## src/rtl/fifo_write_arbiter_if.sv

```systemverilog
`default_nettype none
// ============================================================================
// Module   : fifo_write_arbiter_if
// Summary  : Producer/FIFO bundle shared by the arbiter and its environment.
// Revision : 1.0
// ============================================================================
interface fifo_write_arbiter_if #(
    parameter int N_REQ      = 4,
    parameter int DATA_WIDTH = 16,
    parameter int ID_W       = 2
);
    logic [N_REQ-1:0]            req_valid;
    logic [N_REQ*DATA_WIDTH-1:0] req_data;
    logic [N_REQ-1:0]            req_ready;
    logic [ID_W+DATA_WIDTH-1:0]  fifo_din;
    logic                        fifo_write;
    logic                        fifo_full;
    logic [ID_W-1:0]             grant_id;
    logic                        busy;
    logic [31:0]                 beat_total;

    // master: producers plus FIFO environment; slave: the arbiter
    modport master (
        output req_valid, req_data, fifo_full,
        input  req_ready, fifo_din, fifo_write, grant_id, busy, beat_total
    );

    modport slave (
        input  req_valid, req_data, fifo_full,
        output req_ready, fifo_din, fifo_write, grant_id, busy, beat_total
    );
endinterface
`default_nettype wire

```

## src/rtl/fifo_write_arbiter.sv

```systemverilog
`default_nettype none
// ============================================================================
// Module   : fifo_write_arbiter
// Summary  : Round-robin, burst-locked arbiter sharing one FIFO write port.
// Revision : 1.0
// ============================================================================
module fifo_write_arbiter #(
    parameter int N_REQ      = 4,
    parameter int DATA_WIDTH = 16,
    parameter int ID_W       = 2,
    parameter int BURST_MAX  = 8
) (
    input  wire logic            clk,
    input  wire logic            reset,
    fifo_write_arbiter_if.slave  bus
);

    typedef enum logic [0:0] {
        S_IDLE  = 1'b0,
        S_BURST = 1'b1
    } state_t;

    localparam logic [7:0]      c_burst_max  = 8'(BURST_MAX);
    localparam logic [ID_W-1:0] c_last_reset = ID_W'(N_REQ - 1);

    state_t          r_state_q,      w_state_d;
    logic [ID_W-1:0] r_grant_id_q,   w_grant_id_d;
    logic [ID_W-1:0] r_last_grant_q, w_last_grant_d;
    logic [7:0]      r_burst_cnt_q,  w_burst_cnt_d;
    logic [31:0]     r_beat_total_q, w_beat_total_d;

    logic [N_REQ-1:0]      w_ready;
    logic                  w_accept;
    logic                  w_grant_valid;
    logic [DATA_WIDTH-1:0] w_payload;
    logic                  w_found;
    logic [ID_W-1:0]       w_pick;
    logic [ID_W-1:0]       w_cand;
    int                    w_idx;

    // Ready is killed by reset and by a full FIFO in the same cycle.
    always_comb begin
        w_ready = '0;
        if (!reset && (r_state_q == S_BURST) && !bus.fifo_full) begin
            w_ready[r_grant_id_q] = 1'b1;
        end
    end

    assign w_accept      = |(bus.req_valid & w_ready);
    assign w_grant_valid = bus.req_valid[r_grant_id_q];

    always_comb begin
        w_payload = '0;
        for (int i = 0; i < N_REQ; i++) begin
            if (r_grant_id_q == ID_W'(i)) begin
                w_payload = bus.req_data[i*DATA_WIDTH +: DATA_WIDTH];
            end
        end
    end

    // Scan upward from the requester after last_grant, wrapping modulo N_REQ.
    always_comb begin
        w_found = 1'b0;
        w_pick  = r_last_grant_q;
        w_idx   = 0;
        w_cand  = '0;
        for (int i = 1; i <= N_REQ; i++) begin
            w_idx = int'(r_last_grant_q) + i;
            if (w_idx >= N_REQ) begin
                w_idx = w_idx - N_REQ;
            end
            w_cand = ID_W'(w_idx);
            if (!w_found && bus.req_valid[w_cand]) begin
                w_found = 1'b1;
                w_pick  = w_cand;
            end
        end
    end

    always_comb begin
        w_state_d      = r_state_q;
        w_grant_id_d   = r_grant_id_q;
        w_last_grant_d = r_last_grant_q;
        w_burst_cnt_d  = r_burst_cnt_q;
        w_beat_total_d = r_beat_total_q;
        case (r_state_q)
            S_IDLE: begin
                if (w_found) begin
                    w_grant_id_d   = w_pick;
                    w_last_grant_d = w_pick;
                    w_burst_cnt_d  = 8'd0;
                    w_state_d      = S_BURST;
                end
            end
            S_BURST: begin
                if (w_accept) begin
                    w_burst_cnt_d  = r_burst_cnt_q + 8'd1;
                    w_beat_total_d = r_beat_total_q + 32'd1;
                end
                if ((w_accept && ((r_burst_cnt_q + 8'd1) == c_burst_max)) ||
                    !w_grant_valid) begin
                    w_state_d = S_IDLE;
                end
            end
            default: w_state_d = S_IDLE;
        endcase
    end

    always_ff @(posedge clk) begin
        if (reset) begin
            r_state_q      <= S_IDLE;
            r_grant_id_q   <= '0;
            r_last_grant_q <= c_last_reset;
            r_burst_cnt_q  <= 8'd0;
            r_beat_total_q <= 32'd0;
        end else begin
            r_state_q      <= w_state_d;
            r_grant_id_q   <= w_grant_id_d;
            r_last_grant_q <= w_last_grant_d;
            r_burst_cnt_q  <= w_burst_cnt_d;
            r_beat_total_q <= w_beat_total_d;
        end
    end

    assign bus.req_ready  = w_ready;
    assign bus.fifo_write = w_accept;
    assign bus.fifo_din   = {r_grant_id_q, w_payload};
    assign bus.grant_id   = r_grant_id_q;
    assign bus.busy       = (r_state_q == S_BURST);
    assign bus.beat_total = r_beat_total_q;

endmodule
`default_nettype wire
```

## src/flat_wrapper.sv

```systemverilog
// flat-port wrapper written by rule: the top's interface ports become plain ports
module fifo_write_arbiter_flat 
#(
    parameter int N_REQ      = 4,
    parameter int DATA_WIDTH = 16,
    parameter int ID_W       = 2,
    parameter int BURST_MAX  = 8
)
  (clk, reset, bus_req_valid, bus_req_data, bus_fifo_full, bus_req_ready, bus_fifo_din, bus_fifo_write, bus_grant_id, bus_busy, bus_beat_total);
  fifo_write_arbiter_if #(.N_REQ(N_REQ), .DATA_WIDTH(DATA_WIDTH), .ID_W(ID_W)) bus_i ();
  input  wire logic clk;
  input  wire logic reset;
  input wire logic [$bits(bus_i.req_valid)-1:0] bus_req_valid;
  input wire logic [$bits(bus_i.req_data)-1:0] bus_req_data;
  input wire logic [$bits(bus_i.fifo_full)-1:0] bus_fifo_full;
  output wire logic [$bits(bus_i.req_ready)-1:0] bus_req_ready;
  output wire logic [$bits(bus_i.fifo_din)-1:0] bus_fifo_din;
  output wire logic [$bits(bus_i.fifo_write)-1:0] bus_fifo_write;
  output wire logic [$bits(bus_i.grant_id)-1:0] bus_grant_id;
  output wire logic [$bits(bus_i.busy)-1:0] bus_busy;
  output wire logic [$bits(bus_i.beat_total)-1:0] bus_beat_total;
  assign bus_i.req_valid = bus_req_valid;
  assign bus_i.req_data = bus_req_data;
  assign bus_i.fifo_full = bus_fifo_full;
  assign bus_req_ready = bus_i.req_ready;
  assign bus_fifo_din = bus_i.fifo_din;
  assign bus_fifo_write = bus_i.fifo_write;
  assign bus_grant_id = bus_i.grant_id;
  assign bus_busy = bus_i.busy;
  assign bus_beat_total = bus_i.beat_total;
  fifo_write_arbiter #(.N_REQ(N_REQ), .DATA_WIDTH(DATA_WIDTH), .ID_W(ID_W), .BURST_MAX(BURST_MAX)) u_core (.clk(clk), .reset(reset), .bus(bus_i));
endmodule
```

## config.mk

```make
export PLATFORM = sky130hd
export DESIGN_NAME = fifo_write_arbiter_flat
export DESIGN_NICKNAME = d
export VERILOG_FILES = /design/src/rtl/fifo_write_arbiter_if.sv /design/src/rtl/fifo_write_arbiter.sv /design/src/flat_wrapper.sv
export SDC_FILE = /design/constraint.sdc
export NUM_CORES = 1
export LEC_CHECK = 0
export CAP_MARGIN = 20
export CORE_MARGIN = 2
export CORE_UTILIZATION = 41
export CTS_CLUSTER_DIAMETER = 100
export DETAILED_ROUTE_END_ITERATION = 6
export PLACE_DENSITY_LB_ADDON = 0.08
export SLEW_MARGIN = 0
export SYNTH_ARGS = -nofsm -noshare
export SYNTH_HDL_FRONTEND = slang
export SYNTH_SLANG_ARGS = --single-unit
export TNS_END_PERCENT = 50
```

## constraint.sdc

```tcl
create_clock -name clk -period 2.3 [get_ports clk]
set_input_delay 0.46 -clock clk [delete_from_list [all_inputs] [get_ports clk]]
set_output_delay 0.46 -clock clk [all_outputs]
set_load 0.05 [all_outputs]
```

# After elaboration in Yosys (flattened, before gate mapping)
# Index checks and enable logic that the tools add are counted.
# totals
input_bits	71
out_inout_bits	58
ff_bits	45
# op_classes
n_reduce_logical	19
n_eq_ne	6
n_addsub	10
magnitude_cmp	10
muxes	35
bitwise	2
# ops
op	count
2-to-1 mux 16 bit	4
adder 32 x 1 -> 32 bit (second input constant)	1
2-to-1 mux 2 bit	8
2-to-1 mux 8 bit	2
one-hot mux 8 bit (2 select lines)	1
< comparator 2 x 3 -> 1 bit (second input constant)	5
2-to-1 mux 1 bit	12
binary-select mux 1 bit (select 2 bit)	5
>= comparator 3 bit (second input constant)	3
adder 8 x 1 -> 8 bit (second input constant)	1
equality test 8 x 4 -> 1 bit (second input constant)	1
subtractor 2 x 1 -> 2 bit (second input constant)	4
logical AND 1 bit	7
adder 2 x 2 -> 3 bit (second input constant)	2
logical NOT 1 bit	6
AND reduction 2 bit	3
adder 2 x 3 -> 4 bit (second input constant)	1
bitwise AND 4 bit	1
equality test 2 bit (second input constant)	2
>= comparator 4 x 3 -> 1 bit (second input constant)	1
2-to-1 mux 4 bit	1
OR reduction 4 bit	1
adder 2 x 1 -> 3 bit (second input constant)	1
demux 1 bit (select 2 bit)	1
8 further kinds	8

# Longest topological paths before layout
# depth
word_depth	17
ltp_mapped	6
depth_no_buf	5

# Least setup slack after synthesis
# OpenSTA, ideal clock, no wires.
# synth_timing
path_kind	register to output
from	register u_core.r_state_q, in the netlist u_core.bus.busy
to	output port bus_req_ready[0]
path_buffers	1
path_stages_with_launch	4
t_arrival_ps	2529
slack_ps	-689
path_cell_list	dfxtp_1 -> nor3b_4 -> clkbuf_1 -> nor3b_1
# synth_via
elab_chain_cells	3
# synth_rtl
item	line	text
from (decl)	fifo_write_arbiter.sv:26	state_t r_state_q, w_state_d;
from (signal assigned)	fifo_write_arbiter.sv:117	r_state_q <= w_state_d;
logical AND 1 bit (2 in series)	fifo_write_arbiter.sv:44	if (!reset && (r_state_q == S_BURST) && !bus.fifo_full) begin
2-to-1 mux 4 bit	fifo_write_arbiter.sv:44	
to (decl)	flat_wrapper.sv:16	output wire logic [$bits(bus_i.req_ready)-1:0] bus_req_ready;
# Every way passes these cells.

# Worst setup path after layout
# layout_timing
from	input port bus_req_valid[3]
to	output port bus_fifo_write
# layout_via
elab_chain_cells	2
# layout_rtl
item	line	text
from (decl)	flat_wrapper.sv:13	input wire logic [$bits(bus_i.req_valid)-1:0] bus_req_valid;
bitwise AND 4 bit	fifo_write_arbiter.sv:49	assign w_accept = |(bus.req_valid & w_ready);
OR reduction 4 bit	fifo_write_arbiter.sv:49	
to (decl)	flat_wrapper.sv:18	output wire logic [$bits(bus_i.fifo_write)-1:0] bus_fifo_write;
# Every way passes these cells.

==> results by group <==
Floorplan
  • DIE WIDTH: 85.3 um
  • Die extent in y: roughly 85 um
  • Die area: roughly 7300 um^2
  • # IOs: about 130
  • Core ar.: between 6000 and 7000 um^2
  • Row cnt: 29
  • Initial Util: 42.5%

Synthesis
  • Yosys warns: 0
  • Synth Flop Type: dfxtp_1
  • Cells after Synth: approximately 310
  • Syn_nets: between 300 and 400
  • Yosys top cell area share: between 30% and 40%
  • Cell taking the most area after synthesis: dfxtp_1
  • Most instantiated cells after synthesis: 45 x dfxtp_1, 27 x a21oi_1, 21 x nand2_1, 19 x nand3_1
  • Netlist cell types: 38
  • Syn avg cell area: around 9 um^2
  • Number of synthesized flops with an enable pin: 0
  • Sequential cell area fraction in the yosys report: 33.2%
  • Top cells by area, synth: dfxtp_1 33%, mux4_2 14%, a21oi_1 5.0%, or4_1 4.2%, nand4_1 3.9%
  • Synth Register Bits: 45
  • Async set or reset register ratio after synthesis: 0%
  • Mapped Area: about 2700 um^2
  • Most common cell in the synthesized netlist: dfxtp_1

Power and ir drop
  • Maximum vdd drop: 0.393 mV
  • Leakage power: roughly 0.0015 uW
  • Cell Pwr Density: between 400 and 500 nW/um^2

Min path
  • HP Class: reg -> reg

STA
  • Final worst-path cycle share: 96.5%
  • Slew HR: between 60 and 70%
  • Post-route setup TNS: 0 ns
  • Final setup violation count: 0
  • Worst hold slack: approximately 0.50 ns
  • RSZ-0062 raised after global routing: false
  • Slew Viols, Final: 0
  • FMAX: about 450 MHz
  • Fin Clk Skew: 0.00994 ns
  • Tmin final: ~2.2 ns
  • Final Hold Fails: 0
  • Transition time of the tightest slew-check pin: between 0.5 and 0.6 ns

Clock network
  • Worst-path clk slew: about 0.08 ns
  • Max Buffers Root-to-Sink: 2
  • H-tree depth: 2
  • Clock Tree Root: clkbuf_8
  • CTS Sinks: 45
  • Clk_lat worst skew: around 0.3 ns
  • CTS Hold Bufs: 0
  • TritonCTS clock tree: done
  • CTS Buf Count: 5

GRT
  • Global-route wire length before repair: approximately 13 mm
  • Initial antenna violation count: 0
  • Number of global-route vias before repair: about 2600
  • Gr usage total: a little over a fifth
  • Largest net degree at the start of global routing: between 40 and 50
  • Total congestion overflow: 0

Layout
  • Register area: between 900 and 1000 um^2
  • Multi-input logic area: around 1700 um^2
  • Final nets: between 500 and 600
  • Area delta synth->final: 59.9%
  • Fillers: around 550
  • N_diodes: 0
  • Final Core Density: ~68%
  • Design area: 4340 um^2
  • Layout cell share with drive strength beyond 1: approximately 18%

Drt
  • First-pass DRT Iterations: 4
  • Number of DRC markers in iteration 0: between 100 and 150
  • DR top layer: met4
  • DR DRC count: 0
  • Average wire per standard cell: about 15 um
  • Vias per inst: between 5 and 6
  • Met1 wire length: 3.33 mm
  • Final wirelength: 7.90 mm
  • Final ANT Viol Nets: 0
  • WL met2: 3.93 mm
  • Routed wl met3: roughly 560 um
  • Vias post-DR: between 2000 and 3000

Placed design
  • Placed cell areas: between 4000 and 5000 um^2
  • Port bufs: around 130
  • DPL Wire Length: about 6 mm
  • Gpl congestion: 0.824

Worst setup path
  • Worst Reg-to-Reg Cells: 7
  • Worst Path Max Fanout: 5
  • Crit path max-delay family: buffers and inverters
  • Critical Path Sink: bus_fifo_write
  • Kind of critical path: in -> out
  • Worst stage delay on the critical path: between 0.5 and 0.6 ns
  • Setup crit start: bus_req_valid[3]
  • Worst Path Required: approximately 1.8 ns
  • CP max-delay cell: mux4_2
  • Reg-to-Reg Start: u_core.bus.grant_id[0]
  • CP startpoint kind: input pin
  • Path length in cells of the critical path: 5
  • Crit path capture type: primary output
  • R2R setup slack: about 0.2 ns
  • Crit path buf inv count: 3
  • Worst reg2reg endpoint: u_core.bus.beat_total[22]
  • Crit-path cells: clkdlybuf4s50_1 -> mux4_2 -> nand2_2 -> inv_2 -> buf_12
  • Arrival time of the worst setup path: 1.76 ns

Outcome
  • Run status: finished clean

Flow run
  • Max-cap violations: 0
[cell families after synthesis]
group,after synthesis,synth area share [%]
xor+xnor,8,2.58
fa+ha+maj,2,0.922
compound gates,61,13.5
simple gates,135,28.6
flops,45,33.2
buf+inv,31,4.70
mux,23,16.5
[stage by stage]
stage | std cells | power (uW) | setup WS [ns]
after floorplan | 305 | 1320 | -0.102
after global placement | 509 | 1650 | -0.0367
after detailed placement | 509 | 1660 | -0.0419
after CTS | 517 | 2140 | 0.0149
after global routing | 518 | 2210 | 0.00602
final | 518 | 2120 | 0.0807
[worst min-delay path: stages, from the launching register on]
cell and delay (ns):
dfxtp_1 0.34, o31ai_1 0.07, a21oi_1 0.05
[sequential cells by signal, summed over array words and instances, names as in the netlist]
signal                 cells
u_core.r_last_grant_q      2
u_core.bus.busy            1
u_core.bus.grant_id        2
u_core.r_burst_cnt_q       8
u_core.bus.beat_total     32
[cells in the final DEF (no fill, tap or decap), types with 14 or more instances in the layout]
master	n
a21oi_1	27
buf_4	34
clkdlybuf4s50_1	103
dfxtp_1	45
mux4_2	17
nand2_1	20
nand3_1	19
nand4_1	17
nor2_1	14
o31ai_1	14
or4_1	15
[final cells by class]
type / count / share of cell area, %
multi-input cells: 229 / 39.4
well taps: 77 / 2.22
repair buffers: 148 / 34.7
flip-flops and latches: 45 / 20.8
clock buffers: 7 / 1.76
inverters: 11 / 0.952
clock inverters: 1 / 0.173
[layer usage]
metal / vias to the layer above / track usage (%)
met4: 0 / 4.18
met1: 1360 / 26.9
li1: 1441 / -
met5: - / 0
met3: 6 / 4.86
met2: 92 / 37.3
[repair_timing]
action | CTS | global route
setup buffers | 1 | 1
gates resized for setup | 0 | 1
pin swaps | 1 | 1
setup endpoints to repair | 2 | 3
[worst min path at each step]
| stage | start | end | slack (ns) | cells past startpoint |
|---|---|---|---|---|
| finish | u_core.bus.beat_total[18] | u_core.bus.beat_total[18] | 0.50 | 2 |
| global route | u_core.bus.beat_total[18] | u_core.bus.beat_total[18] | 0.52 | 2 |
| CTS | u_core.bus.beat_total[18] | u_core.bus.beat_total[18] | 0.50 | 2 |
| detailed placement | u_core.bus.beat_total[18] | u_core.bus.beat_total[18] | 0.48 | 2 |
| global placement | u_core.bus.beat_total[22] | u_core.bus.beat_total[22] | 0.47 | 2 |
| floorplan | u_core.r_burst_cnt_q[6] | u_core.r_burst_cnt_q[6] | 0.46 | 2 |
[power breakdown]
| group | switching [uW] | internal [uW] | total, uW |
|---|---|---|---|
| Combinational | 442 | 377 | 820 |
| Clock | 270 | 216 | 486 |
| Sequential | 19.7 | 794 | 814 |
| Total | 732 | 1390 | 2120 |
Note: power is estimated with default switching activity, not from simulation.
